**config.mk**
```make
export PLATFORM = sky130hd
export DESIGN_NAME = rob_ctrl
export DESIGN_NICKNAME = d
export VERILOG_FILES = /design/src/rtl/rob_ctrl.sv
export SDC_FILE = /design/constraint.sdc
export NUM_CORES = 1
export LEC_CHECK = 0
export ABC_AREA = 1
export CAP_MARGIN = 20
export CORE_MARGIN = 8
export CORE_UTILIZATION = 42
export CTS_CLUSTER_DIAMETER = 120
export CTS_CLUSTER_SIZE = 24
export DETAILED_ROUTE_END_ITERATION = 8
export GPL_TIMING_DRIVEN = 1
export PLACE_DENSITY = 0.7
export SLEW_MARGIN = 20
export SYNTH_ARGS = -nofsm -noshare
export SYNTH_HDL_FRONTEND = slang
export SYNTH_SLANG_ARGS = --single-unit
```
**constraint.sdc**
```tcl
create_clock -name clk1 -period 2.2 [get_ports clk1]
set_input_delay 0.55 -clock clk1 [delete_from_list [all_inputs] [get_ports clk1]]
set_output_delay 0.55 -clock clk1 [all_outputs]
set_load 0.005 [all_outputs]
```
**src/rtl/rob_ctrl.sv**
```systemverilog
// rob_ctrl: 8-entry reorder-buffer controller with RS credit gating,
// CDB result capture and strictly in-order single-entry retire.
module rob_ctrl #(
  parameter int DEPTH  = 8,
  parameter int RS_ADD = 2,
  parameter int RS_MUL = 2
) (
  input  logic        clk1,
  input  logic        rst_n,
  input  logic        flush,
  input  logic        alloc_req,
  input  logic [3:0]  alloc_func,
  input  logic [3:0]  alloc_rd,
  output logic        alloc_gnt,
  output logic [2:0]  alloc_idx,
  input  logic        add_rel,
  input  logic        mul_rel,
  input  logic        cdb_valid,
  input  logic [2:0]  cdb_idx,
  input  logic [15:0] cdb_data,
  output logic        commit_valid,
  output logic [2:0]  commit_idx,
  output logic [3:0]  commit_rd,
  output logic [15:0] commit_data,
  output logic        full,
  output logic        empty,
  output logic [3:0]  count,
  output logic        illegal_func
);

  localparam int AW = $clog2(RS_ADD + 1);
  localparam int MW = $clog2(RS_MUL + 1);

  logic [DEPTH-1:0] r_busy;
  logic [DEPTH-1:0] r_ready;
  logic [3:0]       r_rd   [DEPTH];
  logic [15:0]      r_data [DEPTH];
  logic [2:0]       r_head;
  logic [2:0]       r_tail;
  logic [3:0]       r_count;
  logic [AW-1:0]    r_add_cnt;
  logic [MW-1:0]    r_mul_cnt;

  logic          w_add;
  logic          w_mul;
  logic          w_ok;
  logic          w_commit;
  logic          w_cdb_hit;
  logic          w_gnt_add;
  logic          w_gnt_mul;
  logic [3:0]    w_cnt_nxt;
  logic [AW-1:0] w_add_nxt;
  logic [MW-1:0] w_mul_nxt;

  assign w_add = (alloc_func == 4'b0000) |
                 (alloc_func == 4'b0001);
  assign w_mul = (alloc_func == 4'b0010) |
                 (alloc_func == 4'b0011);

  assign w_ok = (w_add & (r_add_cnt < AW'(RS_ADD))) |
                (w_mul & (r_mul_cnt < MW'(RS_MUL)));

  assign alloc_gnt    = alloc_req & ~flush & ~full & w_ok;
  assign alloc_idx    = r_tail;
  assign illegal_func = alloc_req & ~(w_add | w_mul);
  assign count        = r_count;

  assign w_gnt_add = alloc_gnt & w_add;
  assign w_gnt_mul = alloc_gnt & w_mul;

  assign w_commit  = r_busy[r_head] & r_ready[r_head];
  assign w_cdb_hit = cdb_valid & r_busy[cdb_idx] &
                     ~r_ready[cdb_idx];

  // grant+release of one class cancel; lone release saturates at 0
  always_comb begin
    w_add_nxt = r_add_cnt;
    w_mul_nxt = r_mul_cnt;
    w_cnt_nxt = r_count;
    if (w_gnt_add & ~add_rel)
      w_add_nxt = r_add_cnt + 1'b1;
    else if (~w_gnt_add & add_rel & (r_add_cnt != '0))
      w_add_nxt = r_add_cnt - 1'b1;
    if (w_gnt_mul & ~mul_rel)
      w_mul_nxt = r_mul_cnt + 1'b1;
    else if (~w_gnt_mul & mul_rel & (r_mul_cnt != '0))
      w_mul_nxt = r_mul_cnt - 1'b1;
    if (alloc_gnt & ~w_commit)
      w_cnt_nxt = r_count + 1'b1;
    else if (~alloc_gnt & w_commit)
      w_cnt_nxt = r_count - 1'b1;
  end

  always_ff @(posedge clk1 or negedge rst_n) begin
    if (!rst_n) begin
      r_busy       <= '0;
      r_ready      <= '0;
      r_head       <= '0;
      r_tail       <= '0;
      r_count      <= '0;
      r_add_cnt    <= '0;
      r_mul_cnt    <= '0;
      full         <= 1'b0;
      empty        <= 1'b1;
      commit_valid <= 1'b0;
      commit_idx   <= '0;
      commit_rd    <= '0;
      commit_data  <= '0;
      for (int i = 0; i < DEPTH; i++) begin
        r_rd[i]   <= '0;
        r_data[i] <= '0;
      end
    end else if (flush) begin
      r_busy       <= '0;
      r_ready      <= '0;
      r_head       <= '0;
      r_tail       <= '0;
      r_count      <= '0;
      r_add_cnt    <= '0;
      r_mul_cnt    <= '0;
      full         <= 1'b0;
      empty        <= 1'b1;
      commit_valid <= 1'b0;
    end else begin
      commit_valid <= w_commit;
      if (w_commit) begin
        commit_idx      <= r_head;
        commit_rd       <= r_rd[r_head];
        commit_data     <= r_data[r_head];
        r_busy[r_head]  <= 1'b0;
        r_ready[r_head] <= 1'b0;
        r_head          <= r_head + 1'b1;
      end
      if (w_cdb_hit) begin
        r_ready[cdb_idx] <= 1'b1;
        r_data[cdb_idx]  <= cdb_data;
      end
      if (alloc_gnt) begin
        r_busy[r_tail]  <= 1'b1;
        r_ready[r_tail] <= 1'b0;
        r_rd[r_tail]    <= alloc_rd;
        r_tail          <= r_tail + 1'b1;
      end
      r_count   <= w_cnt_nxt;
      r_add_cnt <= w_add_nxt;
      r_mul_cnt <= w_mul_nxt;
      full      <= (w_cnt_nxt == 4'(DEPTH));
      empty     <= (w_cnt_nxt == 4'd0);
    end
  end

endmodule

```
==> impl_metrics.prom, run 1 <==
# TYPE chip_impl_metric gauge
chip_impl_info{name="result_of_the_run",value="completed"} 1
chip_impl_info{name="clock-root-buffer",value="sky130_fd_sc_hd__clkbuf_16"} 1
chip_impl_metric{name="timing_max_transition_violations_final",unit=""} 0
chip_impl_metric{name="clock_power_share",unit="%"} 33.5
chip_impl_info{name="critPathLaunchType",value="input pin"} 1
chip_impl_metric{name="wire_length_of_the_first_global_routing_pass",unit="um"} 40700
chip_impl_metric{name="path_clk_slew",unit="ns"} 0.09
chip_impl_metric{name="postRouteWirelength",unit="um"} 24700
chip_impl_info{name="cts_tree",value="done"} 1
chip_impl_metric{name="std_cell_rows",unit=""} 55
chip_impl_metric{name="antenna_found_initial",unit=""} 0
chip_impl_metric{name="die_width",unit="um"} 168
chip_impl_metric{name="vias_in_the_first_global_route",unit=""} 7728
chip_impl_metric{name="fin_crit_sh",unit="%"} 97.1
chip_impl_metric{name="leakage",unit="nW"} 5.47
chip_impl_metric{name="syn_nets",unit=""} 1217
chip_impl_metric{name="power.density",unit="mW/mm2"} 611
chip_impl_metric{name="cell_internal_pwr",unit="W"} 0.00538
chip_impl_metric{name="yosysTopAreaCellShare",unit="%"} 55.7
chip_impl_metric{name="async_reset_ff_share",unit="%"} 100
chip_impl_info{name="top_cell_family_by_delay_on_the_critical_path",value="buffers and inverters"} 1
chip_impl_metric{name="dr_total_vias",unit=""} 8163
chip_impl_info{name="path_cells",value="clkdlybuf4s50_1 -> nor2_4 -> buf_4 -> nor2_1 -> dlygate4sd2_1"} 1
chip_impl_metric{name="cap_violations",unit=""} 0
chip_impl_metric{name="post-route-worst-setup-slack",unit="ns"} 0.0646
chip_impl_metric{name="finish.net_count",unit=""} 1300
chip_impl_metric{name="multi_input_area",unit="mm2"} 0.00376
chip_impl_metric{name="place.detailed.instances",unit=""} 1531
chip_impl_metric{name="power.combinational.fraction",unit="%"} 7.6
chip_impl_metric{name="numCtsBuffers",unit=""} 12
chip_impl_metric{name="fp.dieArea",unit="mm2"} 0.0281
chip_impl_info{name="grt_setup_unrepaired",value="true"} 1
chip_impl_metric{name="clock_path_buffers",unit=""} 3
chip_impl_metric{name="initialDrtViolationCount",unit=""} 741
chip_impl_metric{name="globalplace.congestion",unit=""} 0.862
chip_impl_metric{name="starting_density",unit="%"} 42.8
chip_impl_info{name="synthTopCellsByCount",value="sky130_fd_sc_hd__nand2_1 (320), sky130_fd_sc_hd__o21ai_0 (276), sky130_fd_sc_hd__dfrtp_1 (215)"} 1
chip_impl_metric{name="synth_seq_cells",unit=""} 216
chip_impl_metric{name="io_buffer_count",unit=""} 67
chip_impl_info{name="hold_path_class",value="reg2reg"} 1
chip_impl_metric{name="timing.clock.skew",unit="ns"} 0.00963
chip_impl_metric{name="cpPeakStageDelay",unit="ns"} 0.50
chip_impl_metric{name="synth-edff-count",unit=""} 0
chip_impl_info{name="worst-setup-path-type",value="in2out"} 1
chip_impl_metric{name="htree_levels",unit=""} 1
chip_impl_metric{name="worst_pin_slew",unit="ns"} 0.665
chip_impl_info{name="cp_slowest_cell",value="sky130_fd_sc_hd__clkdlybuf4s50_1"} 1
chip_impl_metric{name="first_pass_iters",unit=""} 5
chip_impl_info{name="synth_top_cells_by_area",value="sky130_fd_sc_hd__dfrtp_1 (56%), sky130_fd_sc_hd__o21ai_0 (14%), sky130_fd_sc_hd__nand2_1 (12%), sky130_fd_sc_hd__nor2_1 (4.2%), sky130_fd_sc_hd__inv_1 (2.9%)"} 1
chip_impl_metric{name="fin_hold_ws",unit="ns"} 0.477
chip_impl_metric{name="yosys.cell_types.count",unit=""} 26
chip_impl_metric{name="report.final.hold_viol_count",unit=""} 0
chip_impl_metric{name="critPathRequiredTime",unit="ns"} 1.65
chip_impl_metric{name="synthesis.instances",unit=""} 1179
chip_impl_metric{name="post_layout_nonfiller_instances",unit=""} 1549
chip_impl_metric{name="mappedNetlistArea",unit="mm2"} 0.00965
chip_impl_metric{name="grt_overflow_total",unit=""} 0
chip_impl_metric{name="max_freq",unit="MHz"} 468
chip_impl_metric{name="drc_violations_left",unit=""} 0
chip_impl_metric{name="post_dp_cell_area",unit="mm2"} 0.0111
chip_impl_metric{name="seq_area",unit="mm2"} 0.00541
chip_impl_metric{name="vdd_drop_max",unit="mV"} 0.368
chip_impl_metric{name="flow.area_growth_from_synthesis",unit="%"} 18.6
chip_impl_metric{name="timing.critical_path.fanout_max",unit=""} 3
chip_impl_metric{name="core_area",unit="mm2"} 0.0226
chip_impl_metric{name="synth_seq_area_share",unit="%"} 56.0
chip_impl_metric{name="p_sw",unit="W"} 0.00162
chip_impl_metric{name="fillerInstances",unit=""} 2205
chip_impl_metric{name="detail-route-antenna-nets",unit=""} 0
chip_impl_info{name="synth-main-ff-cell",value="sky130_fd_sc_hd__dfrtp_1"} 1
chip_impl_metric{name="ys_warn_count",unit=""} 0
chip_impl_metric{name="timing.final.crit_period",unit="ns"} 2.14
chip_impl_metric{name="seq_power_share",unit="%"} 59.0
chip_impl_metric{name="avgViaCountPerCell",unit=""} 5.27
chip_impl_metric{name="wl_per_cell",unit="um"} 16.0
chip_impl_metric{name="diodes",unit=""} 0
chip_impl_info{name="post-synth-top-count-cell",value="sky130_fd_sc_hd__nand2_1"} 1
chip_impl_metric{name="layout_cells_sized_above_1",unit="%"} 7.12
chip_impl_metric{name="die_h",unit="um"} 168
chip_impl_metric{name="top_level_ports",unit=""} 69
chip_impl_metric{name="max-slew-margin-rel",unit="%"} 55.6
chip_impl_metric{name="fin_area",unit="mm2"} 0.0114
chip_impl_metric{name="timing.critical_path.buf_inv",unit=""} 3
chip_impl_metric{name="cts_sinks",unit=""} 216
chip_impl_metric{name="pre_cts_slack",unit="ns"} -0.569
chip_impl_metric{name="critical_path_arrival",unit="ns"} 1.59
chip_impl_info{name="worstSetupEndpointType",value="output pin"} 1
chip_impl_metric{name="clk_latency",unit="ns"} 0.48
chip_impl_info{name="synth_top_cell_by_area",value="sky130_fd_sc_hd__dfrtp_1"} 1
chip_impl_metric{name="power_switching_share",unit="%"} 23.1
chip_impl_metric{name="post-dp-hpwl",unit="um"} 15800
chip_impl_metric{name="pin_count_of_the_biggest_net_entering_global_routing",unit=""} 66
chip_impl_metric{name="setup_viol",unit=""} 0
chip_impl_metric{name="syn-mean-instance-area",unit="um2"} 8.19
chip_impl_metric{name="grtUsageTotal",unit="%"} 17.6
power by group through the flow:
| stage | clock network, W | logic (W) | registers [W] |
|---|---|---|---|
| floorplan | 0 | 0.000221 | 0.00419 |
| global placement | 0 | 0.000520 | 0.00420 |
| detailed placement | 0 | 0.000531 | 0.00420 |
| CTS | 0.00241 | 0.000537 | 0.00413 |
| global route | 0.00255 | 0.000604 | 0.00414 |
| finish | 0.00234 | 0.000528 | 0.00413 |
per-layer routing:
| layer | routed length, um | global-route usage (%) |
|---|---|---|
| met1 | 12100 | 25.5 |
| met2 | 11200 | 27.2 |
| met3 | 1140 | 2.56 |
| met4 | 335 | 4.39 |
| met5 | 0 | 0 |
placed cells by master (no fill, tap or decap), types with 3 or more instances in the layout:
cell type	n
sky130_fd_sc_hd__nor3_1	7
sky130_fd_sc_hd__o22ai_1	40
sky130_fd_sc_hd__o21ai_1	3
sky130_fd_sc_hd__ha_1	4
sky130_fd_sc_hd__inv_1	75
sky130_fd_sc_hd__clkbuf_16	13
sky130_fd_sc_hd__dlygate4sd2_1	3
sky130_fd_sc_hd__clkbuf_1	3
sky130_fd_sc_hd__nand2_1	319
sky130_fd_sc_hd__o21ai_0	275
sky130_fd_sc_hd__a21oi_1	21
sky130_fd_sc_hd__buf_12	13
sky130_fd_sc_hd__clkdlybuf4s50_1	61
sky130_fd_sc_hd__nor2_4	4
sky130_fd_sc_hd__buf_4	46
sky130_fd_sc_hd__nor2_1	103
sky130_fd_sc_hd__nand4_1	3
sky130_fd_sc_hd__nor3_2	3
sky130_fd_sc_hd__nand3_1	31
sky130_fd_sc_hd__dfrtp_1	213
logic make-up (layout without fill, tap and decap cells):
kind of cell               after synthesis  in the layout  share of synthesized area, %
xor gates and xnor gates                 3              3                         0.272
AOI/OAI and AO/OA                      345            345                          18.5
DFF                                    216            216                          56.0
and+or+nand+nor                        474            474                          19.2
buffers and inverters                  137            222                          5.51
adders and majority gates                4              4                         0.518
layout make-up:
class | count | share of cell area (%)
clock buffers | 16 | 2.94
inverters | 79 | 2.61
multi-input cells | 826 | 32.9
flip-flops and latches | 216 | 47.3
well taps | 285 | 3.12
repair buffers | 127 | 11.2
state kept, by name, summed over array words and instances, names as in the netlist:
name and flops:
commit_idx 3, commit_rd 4, r_data 128, full 1, alloc_idx 3, empty 1
r_head 3, r_busy 8, commit_data 16, commit_valid 1, r_ready 8, r_mul_cnt 2
r_add_cnt 2, count 4, r_rd 32
path summary, 6_finish.rpt:
kind	startpoint	end	slack [ns]	cells after the start
max reg2reg	r_head[2]$_DFFE_PN0P_	commit_data[11]$_DFFE_PN0P_	0.17	11
min in group asynchronous	rst_n	r_data[72]$_DFFE_PN0P_	0.55	2
min reg2reg	commit_data[3]$_DFFE_PN0P_	commit_data[3]$_DFFE_PN0P_	0.48	2
min	commit_data[3]$_DFFE_PN0P_	commit_data[3]$_DFFE_PN0P_	0.48	2
max in group asynchronous	rst_n	empty$_DFF_PN1_	1.05	3
max	alloc_func[3]	illegal_func	0.06	5
what timing repair did:
action / CTS / global route
hold buffers: 1 / 0
setup endpoints to repair: 130 / 168
setup buffers: 1 / 0
hold endpoints to repair: 8 / 0
resized for setup: 9 / 13
pin swaps: 1 / 1
through the flow:
stage                     util [%]  power [W]  TNS [ns]
after global placement        49.0    0.00472    -80.64
after detailed placement      49.0    0.00473    -81.70
after global routing          50.7    0.00729    -0.172
after CTS                     50.6    0.00708         0
after floorplan                  -    0.00441         0
final                         50.7    0.00700         0
worst register-to-register path, cell delays in order (launching register included):
cell	delay [ns]
sky130_fd_sc_hd__dfrtp_1	0.44
sky130_fd_sc_hd__inv_1	0.13
sky130_fd_sc_hd__nor2_4	0.16
sky130_fd_sc_hd__nand3_1	0.13
sky130_fd_sc_hd__nand2_1	0.11
sky130_fd_sc_hd__inv_1	0.04
sky130_fd_sc_hd__nand2_1	0.08
sky130_fd_sc_hd__nand2_1	0.16
sky130_fd_sc_hd__nor2_4	0.17
sky130_fd_sc_hd__buf_4	0.23
sky130_fd_sc_hd__o21ai_0	0.20
sky130_fd_sc_hd__nand2_1	0.11
(Power assumes the default switching activity.)
==> run 2: changes to the inputs <==
--- a/config.mk
+++ b/config.mk
@@ -9,6 +9,7 @@
 export CAP_MARGIN = 20
 export CORE_MARGIN = 8
 export CORE_UTILIZATION = 42
+export CTS_BUF_LIST = sky130_fd_sc_hd__clkbuf_8
 export CTS_CLUSTER_DIAMETER = 120
 export CTS_CLUSTER_SIZE = 24
 export DETAILED_ROUTE_END_ITERATION = 8
==> run 2 against run 1 <==
Against the previous run: global-route usage fell by 0.21 points; power fell by 8.7%; combinational power barely moved; critical path type unchanged; fmax barely moved; via count rose by 0.13%.
==> impl_metrics.prom, run 2 (synthesis gave the netlist of run 1 again) <==
# TYPE chip_impl_metric gauge
chip_impl_metric{name="cpPeakStageDelay",unit="ns"} 0.50
chip_impl_metric{name="max_freq",unit="MHz"} 468
chip_impl_metric{name="critical_path_arrival",unit="ns"} 1.58
chip_impl_metric{name="vdd_drop_max",unit="mV"} 0.420
chip_impl_metric{name="die_h",unit="um"} 168
chip_impl_metric{name="io_buffer_count",unit=""} 67
chip_impl_metric{name="diodes",unit=""} 0
chip_impl_metric{name="cap_violations",unit=""} 0
chip_impl_metric{name="cell_internal_pwr",unit="W"} 0.00485
chip_impl_info{name="worst-setup-path-type",value="in2out"} 1
chip_impl_metric{name="timing.critical_path.fanout_max",unit=""} 3
chip_impl_info{name="hold_path_end",value="commit_data[3]$_DFFE_PN0P_"} 1
chip_impl_metric{name="largest_reg_flops",unit=""} 128
chip_impl_metric{name="worst_pin_slew",unit="ns"} 0.668
chip_impl_metric{name="ff2ff_path_depth",unit=""} 11
chip_impl_info{name="worstSetupEndpointType",value="output pin"} 1
chip_impl_metric{name="wire_length_of_the_first_global_routing_pass",unit="um"} 40300
chip_impl_metric{name="clock_path_buffers",unit=""} 3
chip_impl_metric{name="worst_hold_path.num_cells",unit=""} 2
chip_impl_metric{name="pre_cts_slack",unit="ns"} -0.569
chip_impl_metric{name="place.detailed.instances",unit=""} 1531
chip_impl_metric{name="avgViaCountPerCell",unit=""} 5.28
chip_impl_info{name="grt_setup_unrepaired",value="false"} 1
chip_impl_metric{name="power.density",unit="mW/mm2"} 564
chip_impl_info{name="regMostFlops",value="r_data"} 1
chip_impl_metric{name="grtUsageTotal",unit="%"} 17.3
chip_impl_metric{name="finish.net_count",unit=""} 1300
chip_impl_metric{name="power.combinational.fraction",unit="%"} 8.3
chip_impl_metric{name="wl_per_cell",unit="um"} 15.8
chip_impl_metric{name="fillerInstances",unit=""} 2211
chip_impl_info{name="cts_tree",value="done"} 1
chip_impl_info{name="timing.rr.start",value="r_head[2]$_DFFE_PN0P_"} 1
chip_impl_info{name="result_of_the_run",value="completed"} 1
chip_impl_metric{name="post_layout_nonfiller_instances",unit=""} 1549
chip_impl_metric{name="htree_levels",unit=""} 1
chip_impl_metric{name="layout_cells_sized_above_1",unit="%"} 7.20
chip_impl_metric{name="first_pass_iters",unit=""} 5
chip_impl_metric{name="detail-route-antenna-nets",unit=""} 0
chip_impl_metric{name="cts_sinks",unit=""} 216
chip_impl_metric{name="initialDrtViolationCount",unit=""} 703
chip_impl_info{name="critPathLaunchType",value="input pin"} 1
chip_impl_metric{name="max-slew-margin-rel",unit="%"} 55.5
chip_impl_metric{name="fp.dieArea",unit="mm2"} 0.0281
chip_impl_metric{name="std_cell_rows",unit=""} 55
chip_impl_metric{name="flow.area_growth_from_synthesis",unit="%"} 17.2
chip_impl_metric{name="post-dp-hpwl",unit="um"} 15800
chip_impl_metric{name="timing.final.crit_period",unit="ns"} 2.13
chip_impl_metric{name="clock_power_share",unit="%"} 27.1
chip_impl_metric{name="antenna_found_initial",unit=""} 0
chip_impl_metric{name="critPathRequiredTime",unit="ns"} 1.65
chip_impl_metric{name="pin_count_of_the_biggest_net_entering_global_routing",unit=""} 66
chip_impl_info{name="hold_path_class",value="reg2reg"} 1
chip_impl_metric{name="r2r_slack",unit="ns"} 0.26
chip_impl_metric{name="starting_density",unit="%"} 42.8
chip_impl_metric{name="fin_crit_sh",unit="%"} 97.0
chip_impl_metric{name="numCtsBuffers",unit=""} 12
chip_impl_info{name="clock-root-buffer",value="sky130_fd_sc_hd__clkbuf_8"} 1
chip_impl_info{name="path_cells",value="clkdlybuf4s50_1 -> nor2_4 -> buf_4 -> nor2_1 -> dlygate4sd2_1"} 1
chip_impl_info{name="r2r-end",value="commit_data[5]$_DFFE_PN0P_"} 1
chip_impl_metric{name="top_level_ports",unit=""} 69
chip_impl_metric{name="grt_overflow_total",unit=""} 0
chip_impl_metric{name="die_width",unit="um"} 168
chip_impl_info{name="most_frequent_cells_in_the_layout",value="sky130_fd_sc_hd__nand2_1 (318), sky130_fd_sc_hd__o21ai_0 (275), sky130_fd_sc_hd__dfrtp_1 (213)"} 1
chip_impl_metric{name="core_area",unit="mm2"} 0.0226
chip_impl_info{name="cp_slowest_cell",value="sky130_fd_sc_hd__clkdlybuf4s50_1"} 1
chip_impl_metric{name="post-route-worst-setup-slack",unit="ns"} 0.0650
chip_impl_metric{name="drc_violations_left",unit=""} 0
chip_impl_metric{name="timing.clock.skew",unit="ns"} 0.0114
chip_impl_metric{name="clk_latency",unit="ns"} 0.51
chip_impl_metric{name="setup_viol",unit=""} 0
chip_impl_metric{name="report.final.hold_viol_count",unit=""} 0
chip_impl_metric{name="dr_total_vias",unit=""} 8174
chip_impl_metric{name="power_switching_share",unit="%"} 24.1
chip_impl_info{name="min_from",value="commit_data[3]$_DFFE_PN0P_"} 1
chip_impl_info{name="layout.cells.most_common",value="sky130_fd_sc_hd__nand2_1"} 1
chip_impl_metric{name="seq_power_share",unit="%"} 64.6
chip_impl_metric{name="postRouteWirelength",unit="um"} 24400
chip_impl_info{name="layout_top_registers",value="r_data (128), r_rd (32), commit_data (16)"} 1
chip_impl_metric{name="leakage",unit="nW"} 5.43
chip_impl_metric{name="timing_max_transition_violations_final",unit=""} 0
chip_impl_metric{name="vias_in_the_first_global_route",unit=""} 7646
chip_impl_metric{name="report.power.total",unit="W"} 0.00639
chip_impl_metric{name="p_sw",unit="W"} 0.00154
chip_impl_metric{name="path_clk_slew",unit="ns"} 0.14
chip_impl_metric{name="globalplace.congestion",unit=""} 0.862
==> run 2: layout make-up <==
cell class / instances / area [um2] / share of cell area [%]
Inverter: 79 / 299 / 2.64
Clock inverter: 3 / 11.3 / 0.0995
Clock buffer: 13 / 179 / 1.58
Multi-Input combinational cell: 826 / 3770 / 33.3
Timing Repair Buffer: 127 / 1290 / 11.4
Tap cell: 285 / 357 / 3.15
Sequential cell: 216 / 5410 / 47.8
==> run 2: metrics by stage <==
| step | setup TNS (ns) | utilization (%) | hold slack, ns | instance area (um2) |
|---|---|---|---|---|
| floorplan | 0 | - | 0.254 | 9650 |
| global placement | -80.64 | 49.0 | 0.454 | 11100 |
| detailed placement | -81.70 | 49.0 | 0.457 | 11100 |
| CTS | 0 | 50.0 | 0.490 | 11300 |
| global route | 0 | 50.1 | 0.510 | 11300 |
| finish | 0 | 50.1 | 0.486 | 11300 |
==> run 2: timing repair <==
action | in CTS | in global routing
hold endpoints to repair | 36 | 0
hold buffers | 1 | 0
pin swaps | 1 | 1
gates resized for setup | 7 | 18
cloned | 0 | 0
setup buffers | 1 | 0
endpoints found under the setup margin | 87 | 168
==> run 2: worst max-delay path by stage <==
stage	startpoint	endpoint	slack (ns)	cells past startpoint
3_5_place_dp	cdb_idx[0]	r_data[125]$_DFFE_PN0P_	-0.57	12
4_1_cts	alloc_func[2]	alloc_gnt	0.009	7
6_report	alloc_func[3]	illegal_func	0.07	5
3_3_place_gp	cdb_idx[0]	r_data[90]$_DFFE_PN0P_	-0.56	12
5_1_grt	r_head[2]$_DFFE_PN0P_	empty$_DFF_PN1_	0.004	14
2_1_floorplan	cdb_idx[0]	r_data[24]$_DFFE_PN0P_	0.25	11
==> run 2: worst max-delay path: cells and delay by family <==
kind / cells / cell delay, ns
buf+inv: 3 / 0.88
simple gates: 2 / 0.15
==> run 2: metal layers <==
layer,wire [um],global-route usage [%]
met4,354,4.35
met2,11000,26.6
met5,0,0
met1,11700,25.5
met3,1310,2.33
==> run 2: power groups by stage <==
| stage | logic, W | clock network, W | registers, W |
|---|---|---|---|
| 6_report | 0.000529 | 0.00173 | 0.00413 |
| 3_3_place_gp | 0.000520 | 0 | 0.00420 |
| 2_1_floorplan | 0.000221 | 0 | 0.00419 |
| 4_1_cts | 0.000538 | 0.00179 | 0.00413 |
| 5_1_grt | 0.000605 | 0.00192 | 0.00414 |
| 3_5_place_dp | 0.000531 | 0 | 0.00420 |
